### config.mk
export PLATFORM = sky130hd
export DESIGN_NAME = sr_comparator_bank
export DESIGN_NICKNAME = d
export VERILOG_FILES = /design/src/rtl/sr_comparator_bank.sv
export SDC_FILE = /design/constraint.sdc
export NUM_CORES = 1
export LEC_CHECK = 0
export CAP_MARGIN = 10
export CORE_MARGIN = 8
export CORE_UTILIZATION = 45
export DETAILED_ROUTE_END_ITERATION = 7
export HOLD_SLACK_MARGIN = 0.05
export PLACE_DENSITY = 0.72
export SLEW_MARGIN = 20
export SYNTH_ARGS = -nofsm -noshare
export SYNTH_HDL_FRONTEND = slang
export SYNTH_SLANG_ARGS = --single-unit
### constraint.sdc
create_clock -name clk -period 4.69 [get_ports clk]
set_input_delay 0.7035 -clock clk [delete_from_list [all_inputs] [get_ports clk]]
set_output_delay 0.7035 -clock clk [all_outputs]
set_load 0.05 [all_outputs]
### src/rtl/sr_comparator_bank.sv
// Set/reset comparator bank: per-channel shadow compare registers committed atomically on update.
// Optional build macro RANGE_COMPARE_EN: out becomes a window test instead of equality set/reset edges.

module sr_cmp_lane #(
   parameter int WIDTH = 24
) (
   input  logic             clk,
   input  logic             arst_n,
   input  logic [WIDTH-1:0] i_data,
   input  logic             i_cmp_ena,
   input  logic             i_ch_en,
   input  logic             i_out_clr,
   input  logic             i_wr_hit,
   input  logic [WIDTH-1:0] i_wr_set,
   input  logic [WIDTH-1:0] i_wr_reset,
   input  logic             i_update,
   output logic             o_out,
   output logic             o_pending,
   output logic             o_armed,
   output logic             o_set_evt,
   output logic             o_reset_evt
);
   logic [WIDTH-1:0] r_sh_set, r_sh_rst, r_act_set, r_act_rst;
   logic             r_pending, r_armed, r_out, r_set_evt, r_reset_evt;

   // Update commits the pre-edge shadow; a same-cycle write re-arms pending.
   always_ff @(posedge clk or negedge arst_n) begin
      if (!arst_n) begin
         r_sh_set  <= '0;
         r_sh_rst  <= '0;
         r_act_set <= '0;
         r_act_rst <= '0;
         r_pending <= 1'b0;
         r_armed   <= 1'b0;
      end else begin
         if (i_wr_hit) begin
            r_sh_set <= i_wr_set;
            r_sh_rst <= i_wr_reset;
         end
         if (i_update && r_pending) begin
            r_act_set <= r_sh_set;
            r_act_rst <= r_sh_rst;
            r_armed   <= 1'b1;
         end
         if (i_wr_hit)
            r_pending <= 1'b1;
         else if (i_update)
            r_pending <= 1'b0;
      end
   end

`ifdef RANGE_COMPARE_EN
   logic w_win;
   // set > reset is a window that wraps through zero; set == reset is an empty window.
   always_comb begin
      w_win = 1'b0;
      if (r_act_set <= r_act_rst)
         w_win = (i_data >= r_act_set) && (i_data < r_act_rst);
      else
         w_win = (i_data >= r_act_set) || (i_data < r_act_rst);
      w_win = w_win & r_armed;
   end
`else
   logic w_set_hit, w_rst_hit;
   assign w_set_hit = (i_data == r_act_set);
   assign w_rst_hit = (i_data == r_act_rst);
`endif

   always_ff @(posedge clk or negedge arst_n) begin
      if (!arst_n) begin
         r_out       <= 1'b0;
         r_set_evt   <= 1'b0;
         r_reset_evt <= 1'b0;
      end else begin
         r_set_evt   <= 1'b0;
         r_reset_evt <= 1'b0;
         if (i_out_clr || !i_ch_en) begin
            r_out <= 1'b0;
         end else if (i_cmp_ena) begin
`ifdef RANGE_COMPARE_EN
            r_out       <= w_win;
            r_set_evt   <= w_win & ~r_out;
            r_reset_evt <= ~w_win & r_out;
`else
            if (r_armed) begin
               if (!r_out && w_set_hit) begin
                  r_out     <= 1'b1;
                  r_set_evt <= 1'b1;
               end else if (r_out && w_rst_hit) begin
                  r_out       <= 1'b0;
                  r_reset_evt <= 1'b1;
               end
            end
`endif
         end
      end
   end

   assign o_out       = r_out;
   assign o_pending   = r_pending;
   assign o_armed     = r_armed;
   assign o_set_evt   = r_set_evt;
   assign o_reset_evt = r_reset_evt;
endmodule

module sr_comparator_bank #(
   parameter int WIDTH    = 24,
   parameter int CHANNELS = 4,
   parameter int CH_W     = (CHANNELS > 1) ? $clog2(CHANNELS) : 1
) (
   input  logic                clk,
   input  logic                arst_n,
   input  logic [WIDTH-1:0]    data_compare,
   input  logic                cmp_ena,
   input  logic                wr_en,
   input  logic [CH_W-1:0]     wr_ch,
   input  logic [WIDTH-1:0]    wr_set,
   input  logic [WIDTH-1:0]    wr_reset,
   input  logic                update,
   input  logic [CHANNELS-1:0] ch_en,
   input  logic                out_clr,
   output logic [CHANNELS-1:0] out,
   output logic [CHANNELS-1:0] pending,
   output logic [CHANNELS-1:0] armed,
   output logic [CHANNELS-1:0] set_evt,
   output logic [CHANNELS-1:0] reset_evt
);
   logic [CHANNELS-1:0] w_wr_hit;

   // Per-channel decode; an out-of-range wr_ch matches no lane and is dropped.
   for (genvar i = 0; i < CHANNELS; i++) begin : g_lane
      assign w_wr_hit[i] = wr_en && (wr_ch == CH_W'(i));

      sr_cmp_lane #(.WIDTH(WIDTH)) u_lane (
         .clk         (clk),
         .arst_n      (arst_n),
         .i_data      (data_compare),
         .i_cmp_ena   (cmp_ena),
         .i_ch_en     (ch_en[i]),
         .i_out_clr   (out_clr),
         .i_wr_hit    (w_wr_hit[i]),
         .i_wr_set    (wr_set),
         .i_wr_reset  (wr_reset),
         .i_update    (update),
         .o_out       (out[i]),
         .o_pending   (pending[i]),
         .o_armed     (armed[i]),
         .o_set_evt   (set_evt[i]),
         .o_reset_evt (reset_evt[i])
      );
   end
endmodule
==> results by stage <==
Setup path:
- The kind of cell with the highest combined delay along the critical path is simple AND/OR/NAND/NOR gates.
- The endpoint type of the worst setup path is a register.
- The number of buffer and inverter instances along the worst setup path is 1.
- The internal reg-to-reg setup slack is approximately 2.5 ns.
- The worst setup path is launched from a primary input.
- On the worst path, the slowest cell contributes a delay of approximately 0.8 ns.
- The category of the most critical setup path is primary input to register.
- The cell with the largest stage delay on the worst path is clkdlybuf4s50_1.
- Data on the critical path is required at its endpoint by approximately 5 ns.
- Traced cell by cell, the critical path runs through clkdlybuf4s50_1 -> xor2_1 -> nor4_1 -> nand2_1 -> or4_1 -> a41o_1.
- At the worst endpoint, the arrival time is 3.29 ns.
- Of all nets on the critical path, the largest fanout is 8.

Logic synthesis:
- For this run, the number of Yosys warnings is 0.
- Dividing the synthesized area by the synthesized cell count gives 14.63 um2.
- In the synthesized netlist, the cells that appear most often are dfrtp_1 (404), mux2_2 (384), xnor2_1 (100).
- For this run, the leading register cell type out of synthesis is dfrtp_1.
- Synthesis instantiated 27 different standard cells from the library.
- Yosys mapped a number of flops with a built-in enable equal to 0.
- In this run, synthesis produced a sequential element count of just over 400.
- After synthesis the cells add up to 17,350 um2.
- The largest total area in the synthesized netlist belongs to dfrtp_1.
- Ranked by total cell area, the synthesized netlist is headed by dfrtp_1 (58%), mux2_2 (25%), xnor2_1 (5.0%).
- The post-synthesis net count is between 1,000 and 1,500.
- The most common cell in the synthesized netlist is dfrtp_1.
- The share of synthesized area in the top cell type comes to 0.5826.
- For this run, asynchronously set or reset flops after synthesis account for 1.000.
- The sequential area share after synthesis is 0.5826.
- The number of instances in the synthesized netlist is ~1,200.

CTS:
- Clock-pin slew was measured on the worst setup and hold paths at roughly 0.06 ns.
- The clock passes through at most 3 buffers.
- TritonCTS built the clock tree.
- The tree is rooted in a clkbuf_16.
- For this design, the sink count on the clock tree is 404.
- The number of setup buffers added after CTS is 0.
- Counting the buffers created by CTS gives 42.
- The clock latency reported for the late side of the worst-skew pair is approximately 0.54 ns.
- The H-tree generated during clock tree synthesis spans 2 levels.
- The number of buffers inserted for hold repair after clock tree synthesis is 0.
- Gates resized during post-CTS repair numbered 0.

Global route:
- The via count of the first global-routing pass is around 11,000.
- The overall overflow remaining after global route is 0.
- The number of antenna violations at the first check in global routing came to 2.
- Entering global routing, the biggest net connects about 130 pins.
- The global-route total usage across every layer is 0.1999.
- The first global-routing pass estimated 67.28 mm of wire.

STA:
- Setup repair after global routing left no endpoint under its margin.
- The final setup violation count is 0.
- The clock period could shrink to ~2.9 ns.
- Of the available clock period, the critical path in the final layout requires 0.6093.
- Derived from the worst setup path, the maximum achievable clock frequency is ~0.35 GHz.
- Clock skew on the completed layout was measured at 0.01018 ns.
- Adding up every negative setup slack in the final design gives 0 ns.
- The worst max-slew margin expressed relative to the limit is 0.2927.
- The number of hold-slack violations in the final timing report came to 0.
- The final-report max-slew violation count came to 0.
- The slew at the pin closest to its max-slew limit is around 1.1 ns.

Power and ir drop:
- The share of total power dissipated in the clock network is 0.312.
- Of the total power, the share spent switching nets is 0.2769.
- The switching power of the nets is 2.908 mW.
- Summed over all cells, the static leakage comes to 8.450 nW.
- The internal portion of total power is ~7.6 mW.
- The power density over cell area is 522.7 nW/um2.
- Of the total power, registers draw 0.485.
- The worst vdd rail ir drop is 0.3223 mV.
- The combinational fraction of design power is 0.203.

Detailed routing:
- The total via count after detailed routing is a little under 10,000.
- The count of nets left with antenna violations once routing finished came out at 0.
- The detailed-route vias per instance is roughly 5.4.
- The first detailed-routing pass took 6 iterations.
- For this block, the initial DRC count from the detailed router was between 500 and 600.
- The routed design has roughly 45 mm of wire.
- The DRC violations left is 0.
- Dividing the detail-routed wire length by the instance count gives between 20 and 25 um.

Cells and area:
- In the final layout, the share of cells above drive strength 1 is 0.3655.
- Summing all non-filler instances in the final layout gives an area of about 20,000 um2.
- The layout-stage area growth over the synthesis result is 15.76%.
- The number of nets in the layout is approximately 1,400.

Floorplan:
- The die covers about 45,000 um2.
- The die height is between 200 and 250 um.
- The initial core utilization is 0.4522.
- The I/O pin count is 104.
- The die is roughly 210 um wide.
- In this run the standard cell core region covers ~38,000 um2.
- The cell row count is slightly above 70.

Placed design:
- The area after detailed placement is approximately 19,000 um2.
- The global placer's final weighted congestion is 0.9264.
- The HPWL reported at the end of detailed placement is 30.89 mm.
- During placement, the flow inserted port buffers numbering ~100.

Hold path:
- The worst hold path belongs to the class primary input to async pin.

Status:
- The flow ran to the end, and the final reports show no timing, DRC or antenna violations.

Run:
- The number of max-capacitance violations reported is 0.
## flip-flops by register name, indices dropped and copies added, names as in the netlist
register / count
g_lane.u_lane.o_pending: 4
g_lane.u_lane.o_armed: 4
g_lane.u_lane.r_sh_rst: 96
g_lane.u_lane.r_act_set: 96
g_lane.u_lane.o_set_evt: 4
g_lane.u_lane.r_act_rst: 96
g_lane.u_lane.o_out: 4
g_lane.u_lane.o_reset_evt: 4
g_lane.u_lane.r_sh_set: 96
## placed cells by master (no fill, tap or decap), types with 8 or more instances in the layout
cell type          n
xnor2_1          100
nand4_1           20
clkbuf_16         45
nor3_1             8
nand3_1           12
clkbuf_1          13
clkbuf_8          10
xor2_1            92
dfrtp_1          404
clkdlybuf4s50_1  102
mux2_2           384
nand2_1           12
nor4_1            24
buf_4             16
## routing by layer
metal  up-vias  global-route usage  wire length [um]
li1       4292                   -                 -
met1      5179              0.2637             19110
met2       230              0.3314             21620
met3        95             0.03435              2286
met4         2             0.06782              1527
met5         -                   0                13
## stage by stage
stage	setup WS, ns	total power [mW]	instances	utilization	hold slack, ns
after detailed placement	1.280	7.286	1741	0.4872	0.4885
after floorplan	2.495	6.444	1186	-	0.4079
after global routing	1.799	10.96	1815	0.5234	0.05907
after global placement	1.350	7.205	1741	0.4872	0.4813
after CTS	1.851	10.59	1814	0.5227	0.3421
final	1.833	10.50	1816	0.5234	0.04707
## worst paths after layout
| check | start | to | depth (start not counted) |
|---|---|---|---|
| worst min-delay path | arst_n | g_lane[1].u_lane.r_act_rst[17] | 1 |
| worst max register to register | g_lane[0].u_lane.r_act_rst[5] | g_lane[0].u_lane.o_out | 5 |
| min in group clk | g_lane[0].u_lane.r_sh_set[0] | g_lane[0].u_lane.r_act_set[0] | 1 |
| worst min register to register | g_lane[0].u_lane.r_sh_set[0] | g_lane[0].u_lane.r_act_set[0] | 1 |
| max in group asynchronous | arst_n | g_lane[3].u_lane.r_sh_set[9] | 3 |
| worst max-delay path | data_compare[5] | g_lane[0].u_lane.o_out | 6 |
## worst reg2reg max path: cells and delay by family (launching register included)
family           cells  cell delay, ns
AND/OR/NAND/NOR      3            1.22
AO/OA/AOI/OAI        1            0.26
flip-flops           1            0.38
XOR/XNOR             1            0.20
## final cells by class
| type | instances | area (um2) |
|---|---|---|
| inverters | 5 | 18.77 |
| repair buffers | 122 | 1224 |
| clock buffers | 68 | 1313 |
| multi-input cells | 693 | 6723 |
| fillers | 3255 | 18290 |
| well taps | 518 | 648.1 |
| clock inverters | 5 | 50.05 |
| diodes | 1 | 2.502 |
| flip-flops and latches | 404 | 10110 |
## power groups by stage
stage	Sequential, mW	Combinational, mW	Clock (mW)
6_report	5.09	2.13	3.28
5_1_grt	5.20	2.29	3.48
4_1_cts	5.08	2.16	3.35
3_5_place_dp	5.14	2.15	0
3_3_place_gp	5.11	2.10	0
2_1_floorplan	4.91	1.53	0
## cell families after synthesis
family,Yosys count,synth area share
AND/OR/NAND/NOR,109,0.03656
buffers and inverters,89,0.03115
XOR/XNOR,192,0.09691
multiplexers,384,0.2492
flip-flops,404,0.5826
AO/OA/AOI/OAI,8,0.003605
No activity file was read; power rests on OpenSTA's default activity.
